===== src/rtl/rtf65002_ilq.sv =====
`default_nettype none
// +----------------------------------------------------------------------+
// | rtf65002_ilq : circular fetch byte queue with head-instruction       |
// |                length decode, PG2 prefix handling and HOLD on jumps. |
// | Revision     : 1.0                                                   |
// +----------------------------------------------------------------------+
module rtf65002_ilq #(
  parameter int         DEPTH  = 16,
  parameter int         FW     = 4,
  parameter int         MAXLEN = 7,
  parameter logic [7:0] PG2_OP = 8'h42
) (
  input  logic                       clk_i,
  input  logic                       rst_ni,
  input  logic                       flush_i,
  input  logic                       wr_i,
  input  logic [FW*8-1:0]            wdat_i,
  input  logic [$clog2(FW+1)-1:0]    wcnt_i,
  output logic                       full_o,
  output logic [8:0]                 op_o,
  input  logic [3:0]                 len_i,
  output logic [MAXLEN*8-1:0]        ins_o,
  output logic [3:0]                 len_o,
  output logic                       pg2_o,
  output logic                       valid_o,
  input  logic                       rd_i,
  output logic                       hold_o,
  output logic                       err_o,
  output logic [$clog2(DEPTH+1)-1:0] count_o
);

  localparam int AW = $clog2(DEPTH);
  localparam int CW = $clog2(DEPTH+1);

  typedef enum logic [0:0] {S_RUN = 1'b0, S_HOLD = 1'b1} state_t;

  state_t        r_state;
  state_t        w_state_nxt;
  logic [7:0]    r_q [DEPTH];
  logic [AW-1:0] r_rp;
  logic [AW-1:0] r_wp;
  logic [CW-1:0] r_cnt;
  logic          r_err;

  logic          w_run;
  logic          w_pg2;
  logic [4:0]    w_len_full;
  logic [4:0]    w_need;
  logic          w_enough;
  logic          w_valid;
  logic          w_err_set;
  logic          w_rd_fire;
  logic          w_wr_fire;
  logic [CW-1:0] w_wr_n;
  logic [CW-1:0] w_rd_n;

  assign w_run = (r_state == S_RUN);
  assign w_pg2 = (r_cnt != '0) && (r_q[r_rp] == PG2_OP);
  assign op_o  = w_pg2 ? {1'b1, r_q[r_rp + AW'(1)]} : {1'b0, r_q[r_rp]};

  // A zero table length marks a control transfer: retire just the opcode (and prefix).
  assign w_len_full = (len_i == 4'd0) ? 5'd0 : ({1'b0, len_i} + {4'd0, w_pg2});
  assign w_need     = (len_i == 4'd0) ? (5'd1 + {4'd0, w_pg2}) : w_len_full;
  assign w_enough   = (int'(r_cnt) >= int'(w_need)) &&
                      (int'(r_cnt) >= (w_pg2 ? 2 : 1));
  assign w_valid    = w_run && w_enough && (int'(w_len_full) <= MAXLEN);
  assign w_err_set  = w_run && w_enough && (int'(w_len_full) > MAXLEN);

  assign full_o    = int'(r_cnt) > (DEPTH - FW);
  assign w_rd_fire = rd_i && w_valid;
  assign w_wr_fire = wr_i && !full_o;
  assign w_wr_n    = w_wr_fire ? CW'(wcnt_i) : '0;
  assign w_rd_n    = w_rd_fire ? CW'(w_need) : '0;

  always_comb begin
    w_state_nxt = r_state;
    if (flush_i) begin
      w_state_nxt = S_RUN;
    end else if (w_err_set || (w_rd_fire && (len_i == 4'd0))) begin
      w_state_nxt = S_HOLD;
    end
  end

  always_ff @(posedge clk_i or negedge rst_ni) begin
    if (!rst_ni) begin
      r_state <= S_RUN;
      r_rp    <= '0;
      r_wp    <= '0;
      r_cnt   <= '0;
      r_err   <= 1'b0;
      for (int i = 0; i < DEPTH; i++) begin
        r_q[i] <= 8'h00;
      end
    end else begin
      r_state <= w_state_nxt;
      if (flush_i) begin
        r_rp  <= '0;
        r_wp  <= '0;
        r_cnt <= '0;
        r_err <= 1'b0;
      end else begin
        for (int i = 0; i < FW; i++) begin
          if (w_wr_fire && (i < int'(wcnt_i))) begin
            r_q[r_wp + AW'(i)] <= wdat_i[i*8 +: 8];
          end
        end
        r_wp  <= r_wp + AW'(w_wr_n);
        r_rp  <= r_rp + AW'(w_rd_n);
        r_cnt <= r_cnt + w_wr_n - w_rd_n;
        if (w_err_set) begin
          r_err <= 1'b1;
        end
      end
    end
  end

  always_comb begin
    ins_o = '0;
    for (int k = 0; k < MAXLEN; k++) begin
      ins_o[k*8 +: 8] = r_q[r_rp + AW'(k)];
    end
  end

  assign len_o   = w_len_full[3:0];
  assign pg2_o   = w_pg2;
  assign valid_o = w_valid;
  assign hold_o  = (r_state == S_HOLD);
  assign err_o   = r_err;
  assign count_o = r_cnt;

endmodule
`default_nettype wire


===== config.mk =====
export PLATFORM = sky130hd
export DESIGN_NAME = rtf65002_ilq
export DESIGN_NICKNAME = d
export VERILOG_FILES = /design/src/rtl/rtf65002_ilq.sv
export SDC_FILE = /design/constraint.sdc
export NUM_CORES = 1
export LEC_CHECK = 0
export CORE_UTILIZATION = 55
export DETAILED_ROUTE_END_ITERATION = 12
export PLACE_DENSITY_LB_ADDON = 0.12
export SYNTH_ARGS = -nofsm -noshare
export SYNTH_HDL_FRONTEND = slang
export SYNTH_SLANG_ARGS = --single-unit

===== constraint.sdc =====
create_clock -name clk_i -period 7.1 [get_ports clk_i]
set_input_delay 1.065 -clock clk_i [delete_from_list [all_inputs] [get_ports clk_i]]
set_output_delay 1.065 -clock clk_i [all_outputs]
set_load 0.1 [all_outputs]

==> flow_metrics.py <==
metrics = {
    "timing": {
        "setup_viol": 0,
        "tns_ns": 0,
        "worst_pin_slew_ns": 1.31,
        "hold_slack_ns": 0.509,
        "rsz0062_at_grt": "no",
        "final_max_slew_viol_count": 0,
        "finClkSkew_ns": 0.0178,
        "period_share": 0.880,
        "fmax_mhz": 160,
        "final-hold-violation-count": 0,
        "maxSlewHeadroom": 0.124,
        "min_period_ns": 6.25,
    },
    "critical_path": {
        "crit_path_end_kind": "flop",
        "worstPathMaxFanout": 25,
        "start_kind": "flop",
        "path_class": "reg -> reg",
        "timing.rr.start": "r_rp[1]$_DFF_PN0_",
        "regToRegSetupSlack_ns": 0.85,
        "cp-startpoint": "r_rp[1]$_DFF_PN0_",
        "arrival_ns": 6.56,
        "worstPathRequired_ns": 7.41,
    },
    "synth": {
        "synth-seq-cells": 143,
        "synth_compound_area_frac": 0.212,
        "synth_xor_area_frac": 0.0116,
        "synth-edff-count": 0,
        "synth_area_um2": 15700,
        "synth_cell_types": 56,
        "async_flop_share": 1.00,
        "syn_nets": 1757,
        "synthAdderAreaFrac": 0.0294,
        "synthMuxAreaShare": 0.326,
        "synth.avg_cell_area_um2": 9.37,
        "yosys_most_used_dff": "dfrtp_1",
        "yosys_warnings": 0,
        "syn-instance-count": 1679,
        "synth-simple-area-share": 0.138,
        "synth_top_family_by_area": "multiplexers",
        "ys_seq_area_frac": 0.227,
    },
    "floorplan": {
        "start_util": 0.563,
        "die_width_um": 171,
        "die_y_um": 171,
        "dieArea_um2": 29300,
        "core_area_um2": 27900,
        "num_rows": 61,
        "ios": 123,
    },
    "power": {
        "p_sw_frac": 0.575,
        "combPwrFrac": 0.659,
        "leakage_nw": 7.09,
        "p_switching_mw": 4.75,
        "ir_drop_mv": 0.252,
        "p_seq_frac": 0.228,
        "intPower_mw": 3.52,
        "p_per_area_nw_per_um2": 472,
        "p_clk_frac": 0.113,
    },
    "hold_path": {
        "hold_start": "err_o$_DFFE_PN0P_",
        "min_path_type": "reg -> reg",
    },
    "cts": {
        "clk_path_buf_depth": 2,
        "worstSkewPairLatency_ns": 0.44,
        "cts_tree": "yes",
        "ctsResizeCount": 0,
        "cts-root-buf": "clkbuf_16",
        "cts_hold_buf": 0,
        "cts_num_sinks": 143,
        "clk_transition_reported_paths_ns": 0.07,
        "cts_setup_buffers": 0,
        "ctsHtreeMaxLevel": 4,
        "cts_inserted_buffers": 17,
    },
    "routing": {
        "ant_nets": 0,
        "first_iter_violations": 2346,
        "via_per_inst": 7.62,
        "wl_per_cell_um": 32.0,
        "wirelength_mm": 66.2,
        "drc": 0,
        "firstDrtPassIters": 6,
        "num_vias": 15762,
    },
    "run": {
        "maxCapViolCount": 0,
    },
    "grt": {
        "grt-ovfl-total": 0,
        "grt_pass1_wl_mm": 96.7,
        "grt_pass1_vias": 14666,
        "met1_usage": 0.573,
        "top_usage_layer": "met2",
        "use_met2": 0.661,
        "met3_usage": 0.176,
        "grt.total_usage": 0.461,
        "grt_start_max_net_pins": 82,
        "antenna_found_initial": 3,
    },
    "layout": {
        "fin_nets": 1754,
        "most-common-layout-cells": "nor2_1 (191), mux2i_1 (176), nand2_1 (169), mux4_2 (141), dfrtp_1 (140)",
        "area_delta_synth_final_pct": 11.3,
        "fillers": 2387,
        "layout_commonest_cell": "nor2_1",
        "final_layout_size_suffix_gt1_frac": 0.152,
    },
    "placed_design": {
        "io_buffer_count": 122,
        "hpwl_mm": 46.8,
        "gp_congestion": 1.03,
    },
    "status": {
        "status": "complete, no violations",
    },
}
worst paths after layout:
path	end	cells after the start
max	count_o[4]$_DFF_PN0_	24
min in group asynchronous	r_q[78]$_DFFE_PN0N_	1
max in group asynchronous	r_rp[0]$_DFF_PN0_	2
min	err_o$_DFFE_PN0P_	2
max reg2reg	count_o[4]$_DFF_PN0_	24
min reg2reg	err_o$_DFFE_PN0P_	2
cell type report:
| class | instances | area [µm²] | share of cell area |
|---|---|---|---|
| Multi-Input combinational cell | 1340 | 11300 | 0.647 |
| Inverter | 25 | 95.1 | 0.00543 |
| Timing Repair Buffer | 149 | 1430 | 0.0818 |
| Antenna cell | 1 | 2.50 | 0.000143 |
| Tap cell | 378 | 473 | 0.0270 |
| Sequential cell | 143 | 3580 | 0.205 |
| Clock buffer | 18 | 439 | 0.0251 |
| Clock inverter | 14 | 148 | 0.00843 |
synthesized netlist by cell type (3+ instances only):
cell type | instances | area, µm²
mux2_2 | 13 | 146
nor2_1 | 191 | 717
a21oi_1 | 49 | 245
ha_1 | 29 | 363
mux4_2 | 141 | 3180
xor2_1 | 10 | 87.6
buf_4 | 3 | 22.5
nand3b_1 | 4 | 30.0
nand2_1 | 169 | 634
buf_1 | 34 | 128
a211o_1 | 128 | 1120
nand3_4 | 10 | 175
nor2_2 | 3 | 18.8
dfrtp_1 | 143 | 3580
or2_2 | 8 | 50.1
o2111a_1 | 3 | 33.8
and3_1 | 15 | 93.8
nand4_1 | 3 | 18.8
a31oi_1 | 131 | 820
o22ai_1 | 131 | 820
fa_1 | 5 | 100
xnor2_1 | 9 | 78.8
and2_1 | 7 | 43.8
o21ai_0 | 6 | 30.0
inv_1 | 21 | 78.8
nand3_1 | 17 | 85.1
mux2i_1 | 178 | 1780
buf_6 | 12 | 135
nor2b_1 | 21 | 131
a211oi_1 | 9 | 67.6
nand2b_1 | 6 | 37.5
clkbuf_1 | 100 | 375
nor3_1 | 3 | 15.0
a21o_1 | 13 | 97.6
a22oi_1 | 3 | 22.5
buf_2 | 22 | 110
per-layer routing:
metal | wire, µm | vias to the layer above
met4 | 4840 | 2
met5 | 13 | -
met3 | 10200 | 262
met2 | 27800 | 1322
met1 | 23400 | 7643
li1 | - | 6533
critical path, stage by stage (launching register included):
cell      delay, ns
dfrtp_2        0.79
buf_4          0.44
nand2b_1       0.21
o22ai_1        0.09
a211oi_1       0.37
a41o_1         0.32
and4_1         0.31
ha_1           0.20
ha_1           0.18
xor2_1         0.14
and2_1         0.18
inv_1          0.07
ha_1           0.27
a21oi_1        0.06
o21ai_0        0.36
nand4_1        0.23
nor3b_1        0.41
ha_1           0.22
inv_1          0.05
ha_1           0.21
fa_1           0.41
a21o_1         0.19
a21oi_1        0.18
xnor2_1        0.15
nor2_1         0.05
power by group through the flow:
stage / Clock (mW) / Sequential, mW / Combinational (mW)
final: 0.932 / 1.89 / 5.44
after floorplan: 0 / 1.50 / 4.18
after CTS: 0.933 / 1.80 / 5.38
after detailed placement: 0 / 1.82 / 5.38
after global placement: 0 / 1.82 / 5.31
after global routing: 0.955 / 1.86 / 5.68
through the flow:
| stage | instance area [µm²] | setup WS [ns] | total power [mW] | std cells | utilization |
|---|---|---|---|---|---|
| floorplan | 15800 | 0.277 | 5.68 | 1679 | - |
| finish | 17500 | 0.852 | 8.27 | 2068 | 0.627 |
| CTS | 17500 | 0.917 | 8.12 | 2067 | 0.627 |
| detailed placement | 16900 | 0.913 | 7.19 | 2035 | 0.606 |
| global placement | 16900 | 1.12 | 7.12 | 2035 | 0.606 |
| global route | 17500 | 0.451 | 8.50 | 2067 | 0.627 |
kinds of logic after synthesis:
family                     Yosys count
muxes                              334
buffers and inverters              196
DFF                                143
AOI/OAI and AO/OA                  482
and+or+nand+nor                    469
other                                1
adders and majority gates           34
xor gates and xnor gates            20
registers in the layout, indices dropped and copies added (netlist names):
| register | cells |
|---|---|
| r_wp | 4 |
| hold_o | 1 |
| err_o | 1 |
| count_o | 5 |
| r_q | 128 |
| r_rp | 4 |
Note: power is estimated with default switching activity, not from simulation.
